[src/rtl/rs232_tx_arbiter.sv]
// Packet-atomic round-robin arbiter feeding a single rs232_send transmitter.
// Optionally prefixes each packet with a source-port header byte {4'hA, port}.
module rs232_tx_arbiter #(
  parameter int unsigned PORTS      = 4,
  parameter int unsigned HEADER     = 1,
  parameter int unsigned IDLE_LIMIT = 1024
) (
  input  logic               clock,
  input  logic               reset_n,
  input  logic [8*PORTS-1:0] in_data,
  input  logic [PORTS-1:0]   in_valid,
  input  logic [PORTS-1:0]   in_last,
  output logic [PORTS-1:0]   in_ready,
  output logic [7:0]         out_data,
  output logic               out_valid,
  input  logic               out_ready,
  output logic [PORTS-1:0]   grant,
  output logic               busy,
  output logic               abort
);

  localparam int unsigned SW = ($clog2(IDLE_LIMIT + 1) > 0) ? $clog2(IDLE_LIMIT + 1) : 1;
  localparam logic [SW-1:0] StarveMax = SW'((IDLE_LIMIT == 0) ? 0 : IDLE_LIMIT - 1);

  typedef enum logic [1:0] {StIdle, StHeader, StData} state_e;

  state_e           state_q;
  logic [PORTS-1:0] grant_q;
  logic [3:0]       gidx_q;
  logic [3:0]       last_q;
  logic [7:0]       out_data_q;
  logic             out_valid_q;
  logic [SW-1:0]    starve_q;
  logic             abort_q;

  logic       slot_free;
  logic [7:0] sel_data;
  logic       sel_valid;
  logic       sel_last;
  logic       in_fire;
  logic [3:0] pick_idx;
  logic       pick_found;
  logic [3:0] hi_idx;
  logic       hi_found;
  logic [3:0] lo_idx;

  assign slot_free = !out_valid_q || out_ready;

  always_comb begin
    sel_data  = 8'h00;
    sel_valid = 1'b0;
    sel_last  = 1'b0;
    for (int i = 0; i < int'(PORTS); i++) begin
      if (grant_q[i]) begin
        sel_data  = in_data[8*i +: 8];
        sel_valid = in_valid[i];
        sel_last  = in_last[i];
      end
    end
  end

  // Lowest requester above last_q wins; otherwise wrap to the lowest requester.
  always_comb begin
    hi_found = 1'b0;
    hi_idx   = 4'd0;
    lo_idx   = 4'd0;
    for (int i = int'(PORTS) - 1; i >= 0; i--) begin
      if (in_valid[i] && (4'(i) > last_q)) begin
        hi_found = 1'b1;
        hi_idx   = 4'(i);
      end
      if (in_valid[i]) begin
        lo_idx = 4'(i);
      end
    end
    pick_found = |in_valid;
    pick_idx   = hi_found ? hi_idx : lo_idx;
  end

  assign in_ready  = ((state_q == StData) && slot_free) ? grant_q : '0;
  assign in_fire   = (state_q == StData) && slot_free && sel_valid;
  assign out_data  = out_data_q;
  assign out_valid = out_valid_q;
  assign grant     = grant_q;
  assign busy      = (state_q != StIdle);
  assign abort     = abort_q;

  always_ff @(posedge clock or negedge reset_n) begin
    if (!reset_n) begin
      state_q     <= StIdle;
      grant_q     <= '0;
      gidx_q      <= 4'd0;
      last_q      <= 4'(PORTS - 1);
      out_data_q  <= 8'h00;
      out_valid_q <= 1'b0;
      starve_q    <= '0;
      abort_q     <= 1'b0;
    end else begin
      abort_q <= 1'b0;
      if (out_valid_q && out_ready) begin
        out_valid_q <= 1'b0;
      end
      case (state_q)
        StIdle: begin
          if (pick_found) begin
            grant_q  <= PORTS'(1) << pick_idx;
            gidx_q   <= pick_idx;
            starve_q <= '0;
            state_q  <= (HEADER != 0) ? StHeader : StData;
          end
        end
        StHeader: begin
          if (slot_free) begin
            out_data_q  <= {4'hA, gidx_q};
            out_valid_q <= 1'b1;
            starve_q    <= '0;
            state_q     <= StData;
          end
        end
        StData: begin
          if (in_fire) begin
            out_data_q  <= sel_data;
            out_valid_q <= 1'b1;
          end
          if (in_fire && sel_last) begin
            grant_q <= '0;
            last_q  <= gidx_q;
            state_q <= StIdle;
          end else if (sel_valid) begin
            starve_q <= '0;
          end else if (IDLE_LIMIT != 0) begin
            // A stalled owner gives up the transmitter; any loaded byte still drains.
            if (starve_q == StarveMax) begin
              abort_q <= 1'b1;
              grant_q <= '0;
              last_q  <= gidx_q;
              state_q <= StIdle;
            end else begin
              starve_q <= starve_q + SW'(1);
            end
          end
        end
        default: state_q <= StIdle;
      endcase
    end
  end

endmodule

[config.mk]
export PLATFORM = sky130hd
export DESIGN_NAME = rs232_tx_arbiter
export DESIGN_NICKNAME = d
export VERILOG_FILES = /design/src/rtl/rs232_tx_arbiter.sv
export SDC_FILE = /design/constraint.sdc
export NUM_CORES = 1
export LEC_CHECK = 0
export CAP_MARGIN = 20
export CELL_PAD_IN_SITES_DETAIL_PLACEMENT = 0
export CELL_PAD_IN_SITES_GLOBAL_PLACEMENT = 1
export CORE_MARGIN = 10
export CORE_UTILIZATION = 36
export CTS_BUF_LIST = sky130_fd_sc_hd__clkbuf_16
export DETAILED_ROUTE_END_ITERATION = 12
export PLACE_DENSITY = 0.84
export SLEW_MARGIN = 30
export SYNTH_ARGS = -nofsm -noshare
export SYNTH_HDL_FRONTEND = slang
export SYNTH_SLANG_ARGS = --single-unit
[constraint.sdc]
create_clock -name clock -period 3.9 [get_ports clock]
set_clock_uncertainty 0.05 [all_clocks]
set_input_delay 0.585 -clock clock [delete_from_list [all_inputs] [get_ports clock]]
set_output_delay 0.585 -clock clock [all_outputs]
set_load 0.02 [all_outputs]
==> results of run 1 <==
-- power groups by stage --
stage / combinational [mW] / clock (mW) / sequential [mW]
final: 0.0593 / 0.362 / 0.322
after global routing: 0.0643 / 0.386 / 0.322
after CTS: 0.0600 / 0.370 / 0.322
after detailed placement: 0.0597 / 0 / 0.328
after global placement: 0.0595 / 0 / 0.328
after floorplan: 0.00644 / 0 / 0.328
-- layout by cell type, fill, tap and decap left out, types with 5 or more instances in the layout --
master | synthesis | routed
dfrtp_1 | 29 | 29
nor2b_1 | 9 | 9
nor2_1 | 13 | 13
o21ai_0 | 9 | 9
nor3_1 | 5 | 5
a31oi_1 | 9 | 9
clkbuf_16 | 0 | 5
a221oi_1 | 8 | 8
o21ai_1 | 5 | 5
a21oi_1 | 14 | 14
nand2_1 | 26 | 26
ha_1 | 5 | 5
inv_1 | 13 | 16
clkdlybuf4s50_1 | 0 | 61
-- metal layers --
layer | up-vias | part of all wire | global-route usage
li1 | 916 | - | -
met1 | 868 | 0.43 | 0.159
met2 | 37 | 0.50 | 0.231
met3 | 7 | 0.054 | 0.0416
met4 | 0 | 0.012 | 0.0424
met5 | - | 0 | 0
-- worst max-delay path: stages, from the launching register on --
cell             delay [ns]
dfrtp_1                0.40
inv_1                  0.11
ha_1                   0.40
inv_1                  0.27
nor3b_1                0.41
clkdlybuf4s50_1        0.68
-- how the worst max path moves through the flow --
stage	end	slack [ns]	cells after the start
finish	in_ready[3]	0.71	5
CTS	in_ready[3]	0.71	5
global placement	in_ready[2]	1.07	5
floorplan	state_q[1]	1.66	6
global route	in_ready[3]	0.53	5
detailed placement	in_ready[3]	1.02	5
-- cell families after synthesis --
| logic type | synth area share |
|---|---|
| simple gates | 0.215 |
| compound gates | 0.244 |
| fa+ha+maj | 0.0326 |
| mux | 0.0502 |
| flops | 0.405 |
| buf+inv | 0.0528 |
-- metrics by stage --
stage	setup WS (ns)	instance area, sq um	util	instances	hold slack, ns
after global routing	0.531	2710	0.527	347	0.457
after detailed placement	1.02	2570	0.501	339	0.420
after floorplan	1.66	1920	-	218	0.239
after global placement	1.07	2570	0.501	339	0.411
after CTS	0.707	2710	0.527	347	0.431
final	0.713	2710	0.527	347	0.429
-- layout make-up --
type,count,share of cell area
Sequential cell,31,0.287
Tap cell,70,0.0323
Inverter,13,0.0180
Multi-Input combinational cell,163,0.384
Clock buffer,5,0.0462
Timing Repair Buffer,62,0.228
Clock inverter,3,0.00416
-- registers in the layout, indices dropped and copies added (netlist names) --
register,cells
abort,1
state_q,2
last_q,2
out_data,8
starve_q,11
out_valid,1
grant,4
gidx_q,2
==> impl_metrics.py, run 1 <==
metrics = {
    "outcome": {
        "status": "complete, no violations",
    },
    "hold_path": {
        "hold_path_depth": 2,
        "min_from": "out_data[3]",
        "min_to": "out_data[3]",
        "hp-class": "reg -> reg",
    },
    "clock_network": {
        "cts_setup_buffers": 0,
        "cts_buffers": 5,
        "clkSinkCount": 31,
        "path_clk_slew_ns": 0.05,
        "cts_root_buffer": "clkbuf_16",
        "clk_latency_ns": 0.28,
        "clockBufferDepth": 2,
        "cts_tree": "yes",
        "ctsHoldBuffers": 0,
        "ctsResizeCount": 0,
        "h-tree-depth": 2,
    },
    "setup_path": {
        "startpoint_type": "flip-flop",
        "end_kind": "output pin",
        "reg2reg_depth": 8,
        "critPathMaxFanout": 11,
        "startpoint": "state_q[0]",
        "reg2reg_to": "starve_q[1]",
        "timing_worst_setup_path_type": "reg -> out",
        "arrival_ns": 2.55,
        "r2r_setup_slack_ns": 1.34,
        "reg2reg_from": "state_q[0]",
        "cp_data_required_time_ns": 3.26,
    },
    "timing": {
        "tns_ns": 0,
        "finalMaxSlewViolations": 0,
        "hold_viol": 0,
        "rsz0062_at_grt": "false",
        "period_needed_ns": 3.19,
        "slew_headroom": 0.510,
        "worstMarginPinSlew_ns": 0.734,
        "fmax_ghz": 0.314,
        "period_share": 0.817,
        "setup_viol_count_final": 0,
    },
    "yosys": {
        "synthDistinctLibCells": 47,
        "yosysTopAreaCellShare": 0.378,
        "synth_area_per_cell_sq_um": 8.81,
        "synth_seq_cells": 31,
        "synth_ff_type": "dfrtp_1",
        "synth.area.top_cells": "dfrtp_1 (38%), nand2_1 (5.1%), a21oi_1 (3.6%)",
        "synth_area_sq_mm": 0.00192,
        "synth_edf_count": 0,
        "synthArstFlopShare": 1.00,
        "syn_inst": 218,
        "synth.most_common_cell": "dfrtp_1",
        "synth_commonest_cells": "dfrtp_1 (29), nand2_1 (26), a21oi_1 (14)",
        "yosysSeqAreaShare": 0.405,
        "syn_nets": 266,
        "yosysWarnings": 0,
        "yosysTopAreaCell": "dfrtp_1",
    },
    "drt": {
        "viasPerCell": 5.27,
        "drc": 0,
        "vias": 1828,
        "ant_nets": 0,
        "drt-initial-drc-count": 112,
        "drtPass1Iterations": 4,
        "wire_per_inst_um": 16.1,
        "postRouteWirelength_um": 5600,
    },
    "power": {
        "clkPwrFrac": 0.487,
        "p_int_mw": 0.592,
        "pwr-share-seq": 0.433,
        "pwr-share-comb": 0.080,
        "p_per_area_mw_per_mm2": 274,
        "p_sw_frac": 0.204,
        "p_sw_mw": 0.152,
        "total_power_mw": 0.743,
        "p_leak_nw": 1.17,
        "vdd_drop_max_uv": 153,
    },
    "die": {
        "start_util": 0.374,
        "core_sq_mm": 0.00514,
        "die_y_um": 93.0,
        "die_x_um": 93.0,
        "rows": 26,
        "num_io_pins": 62,
        "dieArea_sq_mm": 0.00866,
    },
    "place": {
        "port_buffers": 61,
        "gp_congestion": 0.822,
        "dp_hpwl_um": 4270,
    },
    "global_routing": {
        "antenna_found_initial": 0,
        "grt_max_degree": 32,
        "grt_usage": 0.136,
        "grt_pass1_vias": 1882,
        "overflow": 0,
        "grt_pass1_wl_um": 9430,
    },
    "finish": {
        "num-nets-final": 324,
        "register_area_sq_um": 778,
        "area_delta_synth_final_pct": 41.1,
        "multiInputGateArea_sq_mm": 0.00104,
        "drive_gt1_frac": 0.0578,
        "fill_cells": 538,
        "antenna_cells": 0,
    },
    "flow_run": {
        "maxCapViolations": 0,
    },
}
Power figures use the tool's default switching activity.
==> run 2, diff against run 1 <==
--- a/config.mk
+++ b/config.mk
@@ -9,10 +9,10 @@
 export CELL_PAD_IN_SITES_DETAIL_PLACEMENT = 0
 export CELL_PAD_IN_SITES_GLOBAL_PLACEMENT = 1
 export CORE_MARGIN = 10
-export CORE_UTILIZATION = 36
+export CORE_UTILIZATION = 34
 export CTS_BUF_LIST = sky130_fd_sc_hd__clkbuf_16
 export DETAILED_ROUTE_END_ITERATION = 12
-export PLACE_DENSITY = 0.84
+export PLACE_DENSITY = 0.8
 export SLEW_MARGIN = 30
 export SYNTH_ARGS = -nofsm -noshare
 export SYNTH_HDL_FRONTEND = slang
==> constraint.sdc (replaced) <==
create_clock -name clock -period 2.95 [get_ports clock]
set_clock_uncertainty 0.05 [all_clocks]
set_input_delay 0.4425 -clock clock [delete_from_list [all_inputs] [get_ports clock]]
set_output_delay 0.4425 -clock clock [all_outputs]
set_load 0.02 [all_outputs]
==> run 2 against run 1 <==
Against the previous run:
- via count up 1.3%
- clock-buffer cell count unchanged
- clock power up 29%
- critical path type unchanged
==> impl_metrics.py, run 2 (synthesized netlist as in run 1, its figures left out) <==
metrics = {
    "drt": {
        "dr_wl_met3_um": 284,
        "vias": 1851,
        "drtPass1Iterations": 4,
        "ant_nets": 0,
        "met2_length_um": 2560,
        "wirelength_met1_um": 2610,
        "postRouteWirelength_um": 5540,
        "viasPerCell": 5.24,
        "routed.top_layer": "met4",
        "wire_per_inst_um": 15.7,
        "drt-initial-drc-count": 68,
        "drc": 0,
    },
    "setup_path": {
        "crit_top_cell": "inv_1",
        "end_kind": "output pin",
        "arrival_ns": 2.20,
        "cp_data_required_time_ns": 2.46,
        "timing_worst_setup_path_type": "reg -> out",
        "max_stage_delay_ns": 0.68,
        "startpoint_type": "flip-flop",
        "critPathMaxFanout": 11,
        "crit_slowest_cell": "clkdlybuf4s50_1",
        "path_cells": "inv_1, ha_1, inv_1, nor3b_1, clkdlybuf4s50_1",
    },
    "timing": {
        "hold_ws_ns": 0.420,
        "finalMaxSlewViolations": 0,
        "period_needed_ns": 2.69,
        "worstMarginPinSlew_ns": 0.553,
        "setup_viol_count_final": 0,
        "worst_slack_ns": 0.262,
        "period_share": 0.911,
        "slew_headroom": 0.631,
        "hold_viol": 0,
        "tns_ns": 0,
        "rsz0062_at_grt": "false",
        "fmax_ghz": 0.372,
    },
    "die": {
        "core_sq_mm": 0.00551,
        "dieArea_sq_mm": 0.00906,
        "start_util": 0.349,
        "num_io_pins": 62,
        "rows": 27,
        "die_x_um": 95.2,
        "die_y_um": 95.2,
    },
    "flow_run": {
        "maxCapViolations": 0,
    },
    "finish": {
        "final_util": 0.499,
        "top_register": "starve_q",
        "fin_area_sq_mm": 0.00275,
        "layout_common_cells": "clkdlybuf4s50_1 (61), dfrtp_1 (29), nand2_1 (26)",
        "area_delta_synth_final_pct": 43.0,
        "antenna_cells": 0,
        "drive_gt1_frac": 0.0747,
        "fin_cells": 353,
        "final_common_cell": "clkdlybuf4s50_1",
        "largest_reg_flops": 11,
        "num-nets-final": 329,
    },
    "place": {
        "gp_congestion": 0.807,
        "port_buffers": 61,
        "place_area_sq_mm": 0.00261,
        "post-place-cells": 346,
        "dp_hpwl_um": 4250,
        "place_ws_ns": 0.355,
    },
    "clock_network": {
        "cts_tree": "yes",
        "ctsResizeCount": 0,
        "clkSinkCount": 31,
        "cts_root_buffer": "clkbuf_16",
        "cts_buffers": 5,
        "h-tree-depth": 2,
        "ctsHoldBuffers": 0,
        "clockBufferDepth": 2,
        "path_clk_slew_ns": 0.05,
        "cts_setup_buffers": 0,
        "clk_latency_ns": 0.27,
    },
    "global_routing": {
        "grt_max_degree": 32,
        "antenna_found_initial": 0,
        "grt_usage": 0.130,
        "overflow": 0,
        "grt_pass1_vias": 1884,
        "grt_pass1_wl_um": 9400,
    },
    "power": {
        "pwr-share-seq": 0.440,
        "total_power_mw": 0.970,
        "pwr-share-comb": 0.080,
        "clkPwrFrac": 0.480,
        "p_leak_nw": 1.19,
        "p_int_mw": 0.780,
        "p_sw_frac": 0.196,
        "vdd_drop_max_uv": 246,
        "p_sw_mw": 0.190,
        "p_per_area_mw_per_mm2": 353,
    },
    "hold_path": {
        "hp-class": "reg -> reg",
    },
    "outcome": {
        "status": "complete, no violations",
    },
}
## run 2: worst paths after layout
path	from	to	slack (ns)	depth (start not counted)
max in group asynchronous	reset_n	last_q[0]	1.99	2
min in group asynchronous	reset_n	starve_q[8]	0.52	2
worst max register to register	grant[1]	out_data[3]	0.62	5
worst min-delay path	out_data[4]	out_data[4]	0.42	2
worst min register to register	out_data[4]	out_data[4]	0.42	2
worst max-delay path	state_q[0]	in_ready[3]	0.26	5
## run 2: area by class of cell
class	instances	area (sq um)
clock inverter	2	7.51
multi-input combinational	163	1040
tap	72	90.1
fill	522	2760
sequential	31	778
inverter	13	48.8
clock buffer	5	125
timing repair buffer	67	656
## run 2: power by group through the flow
| stage | logic [mW] | registers [mW] | clock network, mW |
|---|---|---|---|
| 6_report | 0.0779 | 0.426 | 0.466 |
| 3_3_place_gp | 0.0783 | 0.433 | 0 |
| 3_5_place_dp | 0.0785 | 0.433 | 0 |
| 2_1_floorplan | 0.00851 | 0.433 | 0 |
| 4_1_cts | 0.0789 | 0.426 | 0.476 |
| 5_1_grt | 0.0859 | 0.426 | 0.502 |
## run 2: routing by layer
metal,track usage,vias up
met5,0,-
met4,0.0499,0
li1,-,923
met2,0.209,41
met1,0.162,878
met3,0.0353,9
## run 2: worst max-delay path, delay by kind of cell (launching register included)
family / cells / cell delay (ns)
flip-flops: 1 / 0.40
buffers and inverters: 3 / 0.96
adder cells (fa/ha/maj): 1 / 0.17
AND/OR/NAND/NOR: 1 / 0.39
==> run 3, diff against run 2 <==
--- a/config.mk
+++ b/config.mk
@@ -12,6 +12,7 @@
 export CORE_UTILIZATION = 34
 export CTS_BUF_LIST = sky130_fd_sc_hd__clkbuf_16
 export DETAILED_ROUTE_END_ITERATION = 12
+export GPL_TIMING_DRIVEN = 0
 export PLACE_DENSITY = 0.8
 export SLEW_MARGIN = 30
 export SYNTH_ARGS = -nofsm -noshare
==> run 3 against run 2 <==
Against the previous run:
- combinational power increased by 4.4%
- first-iteration DRC count increased by 26%
- clock-buffer cell count unchanged
- global-route usage increased by 0.71 points
==> impl_metrics.py, run 3 (synthesized netlist as in run 1, its figures left out) <==
metrics = {
    "outcome": {
        "status": "complete, no violations",
    },
    "finish": {
        "fin_area_sq_mm": 0.00281,
        "num-nets-final": 335,
        "area_delta_synth_final_pct": 46.3,
        "final_util": 0.510,
        "fill_cells": 518,
        "top_register": "starve_q",
        "multiInputGateArea_sq_mm": 0.00104,
        "register_area_sq_um": 778,
        "antenna_cells": 0,
        "drive_gt1_frac": 0.0833,
        "largest_reg_flops": 11,
        "layout_common_cells": "clkdlybuf4s50_1 (60), dfrtp_1 (29), nand2_1 (26)",
        "final_common_cell": "clkdlybuf4s50_1",
    },
    "timing": {
        "tns_ns": 0,
        "period_share": 0.936,
        "fmax_ghz": 0.362,
        "hold_viol": 0,
        "period_needed_ns": 2.76,
        "finalMaxSlewViolations": 0,
        "worstMarginPinSlew_ns": 0.540,
        "setup_viol_count_final": 0,
        "slew_headroom": 0.639,
        "worst_slack_ns": 0.188,
        "rsz0062_at_grt": "false",
    },
    "drt": {
        "ant_nets": 0,
        "viasPerCell": 5.05,
        "wire_per_inst_um": 16.0,
        "vias": 1817,
        "drc": 0,
        "postRouteWirelength_um": 5760,
        "drt-initial-drc-count": 86,
        "drtPass1Iterations": 4,
    },
    "die": {
        "num_io_pins": 62,
        "core_sq_mm": 0.00551,
        "die_y_um": 95.2,
        "rows": 27,
        "die_x_um": 95.2,
        "start_util": 0.349,
        "dieArea_sq_mm": 0.00906,
    },
    "global_routing": {
        "antenna_found_initial": 0,
        "grt_max_degree": 21,
        "grt_pass1_wl_um": 9780,
        "grt_usage": 0.137,
        "overflow": 0,
        "grt_pass1_vias": 1932,
    },
    "clock_network": {
        "cts_tree": "yes",
        "ctsHoldBuffers": 0,
        "cts_root_buffer": "clkbuf_16",
        "h-tree-depth": 2,
        "path_clk_slew_ns": 0.05,
        "clk_latency_ns": 0.27,
        "clkSinkCount": 31,
        "cts_buffers": 5,
        "clockBufferDepth": 2,
        "cts_setup_buffers": 0,
    },
    "setup_path": {
        "end_kind": "output pin",
        "r2r_setup_slack_ns": 0.65,
        "reg2reg_to": "state_q[1]",
        "timing_worst_setup_path_type": "reg -> out",
        "critPathMaxFanout": 10,
        "reg2reg_from": "state_q[0]",
        "reg2reg_depth": 9,
        "arrival_ns": 2.27,
        "cp_data_required_time_ns": 2.46,
        "startpoint_type": "flip-flop",
    },
    "power": {
        "total_power_mw": 1.08,
        "p_per_area_mw_per_mm2": 383,
        "vdd_drop_max_uv": 283,
        "p_leak_nw": 1.21,
    },
    "place": {
        "dp_hpwl_um": 4530,
        "port_buffers": 61,
        "place_ws_ns": 0.276,
        "place_area_sq_mm": 0.00264,
        "gp_congestion": 0.850,
    },
    "flow_run": {
        "maxCapViolations": 0,
    },
    "hold_path": {
        "hp-class": "in -> async",
    },
}
run 3: area by class of cell:
| cell class | instances | area share |
|---|---|---|
| clock inverter | 3 | 0.0138 |
| buffer | 11 | 0.0187 |
| inverter | 13 | 0.0174 |
| sequential | 31 | 0.277 |
| clock buffer | 5 | 0.0445 |
| timing repair buffer | 62 | 0.225 |
| tap | 72 | 0.0321 |
| multi-input combinational | 163 | 0.371 |
run 3: what timing repair did:
item,4_1_cts,5_1_grt
setup endpoints to repair,0,3
gates resized for setup,0,1
hold endpoints to repair,0,0
run 3: power by group:
group          leakage [nW]         switching [mW]  internal (mW)
clock                0.0812                  0.176          0.393
sequential            0.400  0.0000000000000000523          0.426
combinational         0.727                 0.0257         0.0556
run 3: metal layers:
metal  track usage  vias to the layer above  part of all wire
met4        0.0337                        0            0.0076
met2         0.230                       40              0.49
met3        0.0416                        5             0.058
met5             0                        -                 0
li1              -                      941                 -
met1         0.168                      831              0.44
run 3: worst max path at each step:
stage | startpoint | endpoint | depth (start not counted)
6_report | state_q[0] | in_ready[2] | 7
5_1_grt | state_q[0] | in_ready[0] | 7
4_1_cts | state_q[0] | in_ready[2] | 7
3_5_place_dp | in_valid[1] | out_data[6] | 9
3_3_place_gp | in_valid[1] | out_data[3] | 9
2_1_floorplan | grant[3] | state_q[1] | 6
run 3: metrics by stage:
| step | hold WS [ns] | cells |
|---|---|---|
| detailed placement | 0.306 | 352 |
| global placement | 0.412 | 351 |
| CTS | 0.0141 | 360 |
| global route | 0.0272 | 360 |
| finish | 0.00799 | 360 |
| floorplan | 0.0969 | 218 |
run 3: worst max-delay path, cell delays in order, from the launching register on:
cell and delay, ns:
dfrtp_1 0.39, inv_1 0.12, ha_1 0.19, inv_1 0.06
clkbuf_1 0.23, nor2_2 0.24, and2_1 0.15, clkdlybuf4s50_1 0.61
==> variant 1, RTL diff (flow settings as in run 3) <==
Change the parameter `IDLE_LIMIT` from 1024 to 512.
--- a/src/rtl/rs232_tx_arbiter.sv
+++ b/src/rtl/rs232_tx_arbiter.sv
@@ -3,7 +3,7 @@
 module rs232_tx_arbiter #(
   parameter int unsigned PORTS      = 4,
   parameter int unsigned HEADER     = 1,
-  parameter int unsigned IDLE_LIMIT = 1024
+  parameter int unsigned IDLE_LIMIT = 512
 ) (
   input  logic               clock,
   input  logic               reset_n,
Function: no difference found for any inputs over 10 cycles, from zero or initial values and one cycle with reset_n low; that may be too few to reach the edited logic, so the function may still have changed.
==> variant 1 against run 3 <==
Worst hold slack gained 0.42 ns; sequential cell count down 1; utilization shrank 0.49 points; area after synthesis is 1.4% lower; highest routed layer unchanged; worst setup slack lost 0.0049 ns; routed wire length rose by 2.3%; critical endpoint is now in_ready[1]; die area shrank 1.1%; design area shrank 1.6%.
Power is not compared: it rests on default switching activity, and its combinational part moved more than twofold at a synthesized area within 25%.
==> variant 1: results <==
[run_status]
outcome = complete, no violations

[cells_and_area]
largest_reg_flops = 10
nets = 341
drive_gt1_share_pct = 5.78

[yosys]
yosys.area.top_type = dfrtp_1
ys_types = 48
synth.avg_cell_area_um2 = 8.49
synth_nets = 271
synth_commonest_cells = nand2_1 (36), dfrtp_1 (28), nor2_1 (18)

[routing]
vias = 1866
avgViaCountPerCell = 5.10
wl_mm = 5.89

[cts]
cts-resized-gates = 1
cts_hold_buf = 1

[grt]
gr-usage-all-layers_pct = 13.2
grt_max_degree = 23
grt_pass1_vias = 1818

[setup_path]
crit_path_end = in_ready[1]
worstReg2RegEnd = starve_q[8]

[placed_design]
dp.cells = 357
gp_congestion = 0.758
place_area_um2 = 2620
place.detailed.hpwl_mm = 4.54
dp_worst_setup_slack_ns = 0.256

[power_and_ir_drop]
comb_power_share_pct = 54.0

[hold_path]
holdCritPathClass = flip-flop to flip-flop

[sta]
whs_ns = 0.433
tightest_slew_ns = 0.586
variant 1: changes by cell type in the layout (fill, tap and decap cells not counted), moves of 3 or more:
cell     before  now
nand2_1      26   36
a21oi_1      14    5
nor2_1       12   18
mux2_2        4    0
o21ai_1       5    9
nor3_1        5    2
variant 1: cell families after synthesis:
logic type,share of synthesized area (%)
buffers and inverters,4.69
DFF,39.8
muxes,4.36
adders and majority gates,3.30
and+or+nand+nor,25.4
AOI/OAI and AO/OA,22.5
variant 1: cell type report:
type	instances	area [µm²]
buffer	12	52.6
clock buffer	5	125
clock inverter	3	12.5
fill	540	2710
inverter	10	37.5
multi-input combinational	171	1050
sequential	30	753
tap	72	90.1
timing repair buffer	63	643
variant 1: layer usage:
layer / global-route usage, % / wire (µm) / part of all wire, %
met2: 20.7 / 2620 / 44
met5: 0 / 0 / 0
met1: 18.1 / 2900 / 49
met4: 3.37 / 51 / 0.87
met3: 2.78 / 315 / 5.3
==> variant 2, RTL diff (settings of run 3) <==
Without the edit above. Make the reset (`reset_n`) synchronous in one clocked block.
--- a/src/rtl/rs232_tx_arbiter.sv
+++ b/src/rtl/rs232_tx_arbiter.sv
@@ -85,7 +85,7 @@
   assign busy      = (state_q != StIdle);
   assign abort     = abort_q;
 
-  always_ff @(posedge clock or negedge reset_n) begin
+  always_ff @(posedge clock) begin
     if (!reset_n) begin
       state_q     <= StIdle;
       grant_q     <= '0;
Function: differs if reset_n is asserted again (counterexample within 4 cycles, from zero or initial values and one cycle with reset_n low); with reset_n held inactive, the same outputs for 10 cycles.
==> variant 2 against run 3 <==
Sequential share of layout area decreased by 6.6 points; worst setup slack improved by 0.015 ns; area after synthesis increased by 8.5%; fmax increased by 0.53%; design area increased by 4.7%; routed wire length increased by 20%; cell count increased by 9.7%; utilization decreased by 1.3 points; register-to-register slack got worse by 0.21 ns; sequential cell count unchanged.
Power is not compared: it rests on default switching activity, and its combinational part moved more than twofold at a synthesized area within 25%.
==> variant 2: results <==
[sta]
max-slew-margin-rel_pct = 54.8
setup_viol = 0

[routing]
wl_mm = 6.90
drt_iter0_drc = 97
dr.pass1.iters = 5
avgViaCountPerCell = 5.51

[placed_design]
gp_congestion = 0.764
place_area_um2 = 2780
place.detailed.hpwl_mm = 5.30
dp.cells = 387
io_buffers = 60

[cts]
cts-resized-gates = 0
path_clk_slew_ns = 0.05
cts.path.max_buffers = 2
cts_root_buffer = clkbuf_16

[yosys]
synth_nets = 301
async_flop_share_pct = 0
synth_commonest_cells = dfxtp_1 (31), nand2_1 (26), a21oi_1 (14)
synth_area_leaders = dfxtp_1 (30%), nand2_1 (4.7%), or4_1 (4.0%)
ys_warn_count = 0
synth.avg_cell_area_um2 = 8.27
ys_types = 59
ys_seq_area_share_pct = 29.8

[cells_and_area]
final-instance-count-excl-fill = 395
largest_reg_flops = 11
nets = 368
top_register = starve_q
drive_gt1_share_pct = 8.44
diodes = 0

[setup_path]
crit_family = buffers and inverters
crit_path_max_incr_delay_ns = 0.62
crit_path_top_delay_cell = clkdlybuf4s50_1
critPathMaxFanout = 10

[grt]
grt_max_degree = 11
grt_first_pass_wirelength_mm = 10.8
gr-usage-all-layers_pct = 13.6
grt_pass1_vias = 2009

[power_and_ir_drop]
peakVddDrop_mv = 0.462
p_leak_uw = 0.00107

[hold_path]
holdCritPathClass = flip-flop to flip-flop

[run_status]
outcome = complete, no violations
## variant 2: cell types whose count changed after synthesis, moves of 5 or more
cell,delta
or4_1,+11
dfxtp_1,+31
dfrtp_1,-29
a31oi_1,-7
o21ai_1,-5
a2111oi_0,+6
## variant 2: cells by family after synthesis
| group | share of synthesized area, % |
|---|---|
| AND/OR/NAND/NOR | 25.3 |
| adder cells (fa/ha/maj) | 3.60 |
| buffers and inverters | 6.12 |
| AO/OA/AOI/OAI | 31.4 |
| multiplexers | 3.84 |
| flip-flops | 29.8 |
## variant 2: worst min-delay path: stages (launching register included)
cell	delay, ns
dfxtp_1	0.30
o21ai_0	0.06
a21oi_1	0.06
## variant 2: area by class of cell
type / instances / area, µm²
tap: 75 / 93.8
clock inverter: 3 / 38.8
multi-input combinational: 189 / 1340
inverter: 14 / 52.6
fill: 584 / 2980
clock buffer: 5 / 125
sequential: 31 / 621
buffer: 18 / 75.1
timing repair buffer: 60 / 601
## variant 2: worst paths after layout
| check | start | cells after the start | slack [ns] | to |
|---|---|---|---|---|
| worst max-delay path | state_q[0] | 5 | 0.20 | in_ready[2] |
| worst min-delay path | out_data[1] | 2 | 0.43 | out_data[1] |
| worst max register to register | state_q[0] | 9 | 0.44 | starve_q[3] |
| worst min register to register | out_data[1] | 2 | 0.43 | out_data[1] |
## variant 2: metrics by stage
stage                     power (µW)  setup slack [ns]
after floorplan                 1080             0.856
after global placement          1380             0.189
after detailed placement        1380             0.211
after CTS                       1970             0.216
after global routing            2080            0.0712
final                           1960             0.202
## variant 2: power breakdown
group	leakage [µW]	internal (µW)	switching [µW]
registers	0.000252	479	58.6
clock network	0.0000812	393	183
logic	0.000740	370	472
## variant 2: metal layers
metal,wire (µm),track usage [%],vias up
met4,122,5.62,0
met1,3290,17.7,1021
met3,289,3.24,8
li1,-,-,1107
met5,0,0,-
met2,3200,20.8,42
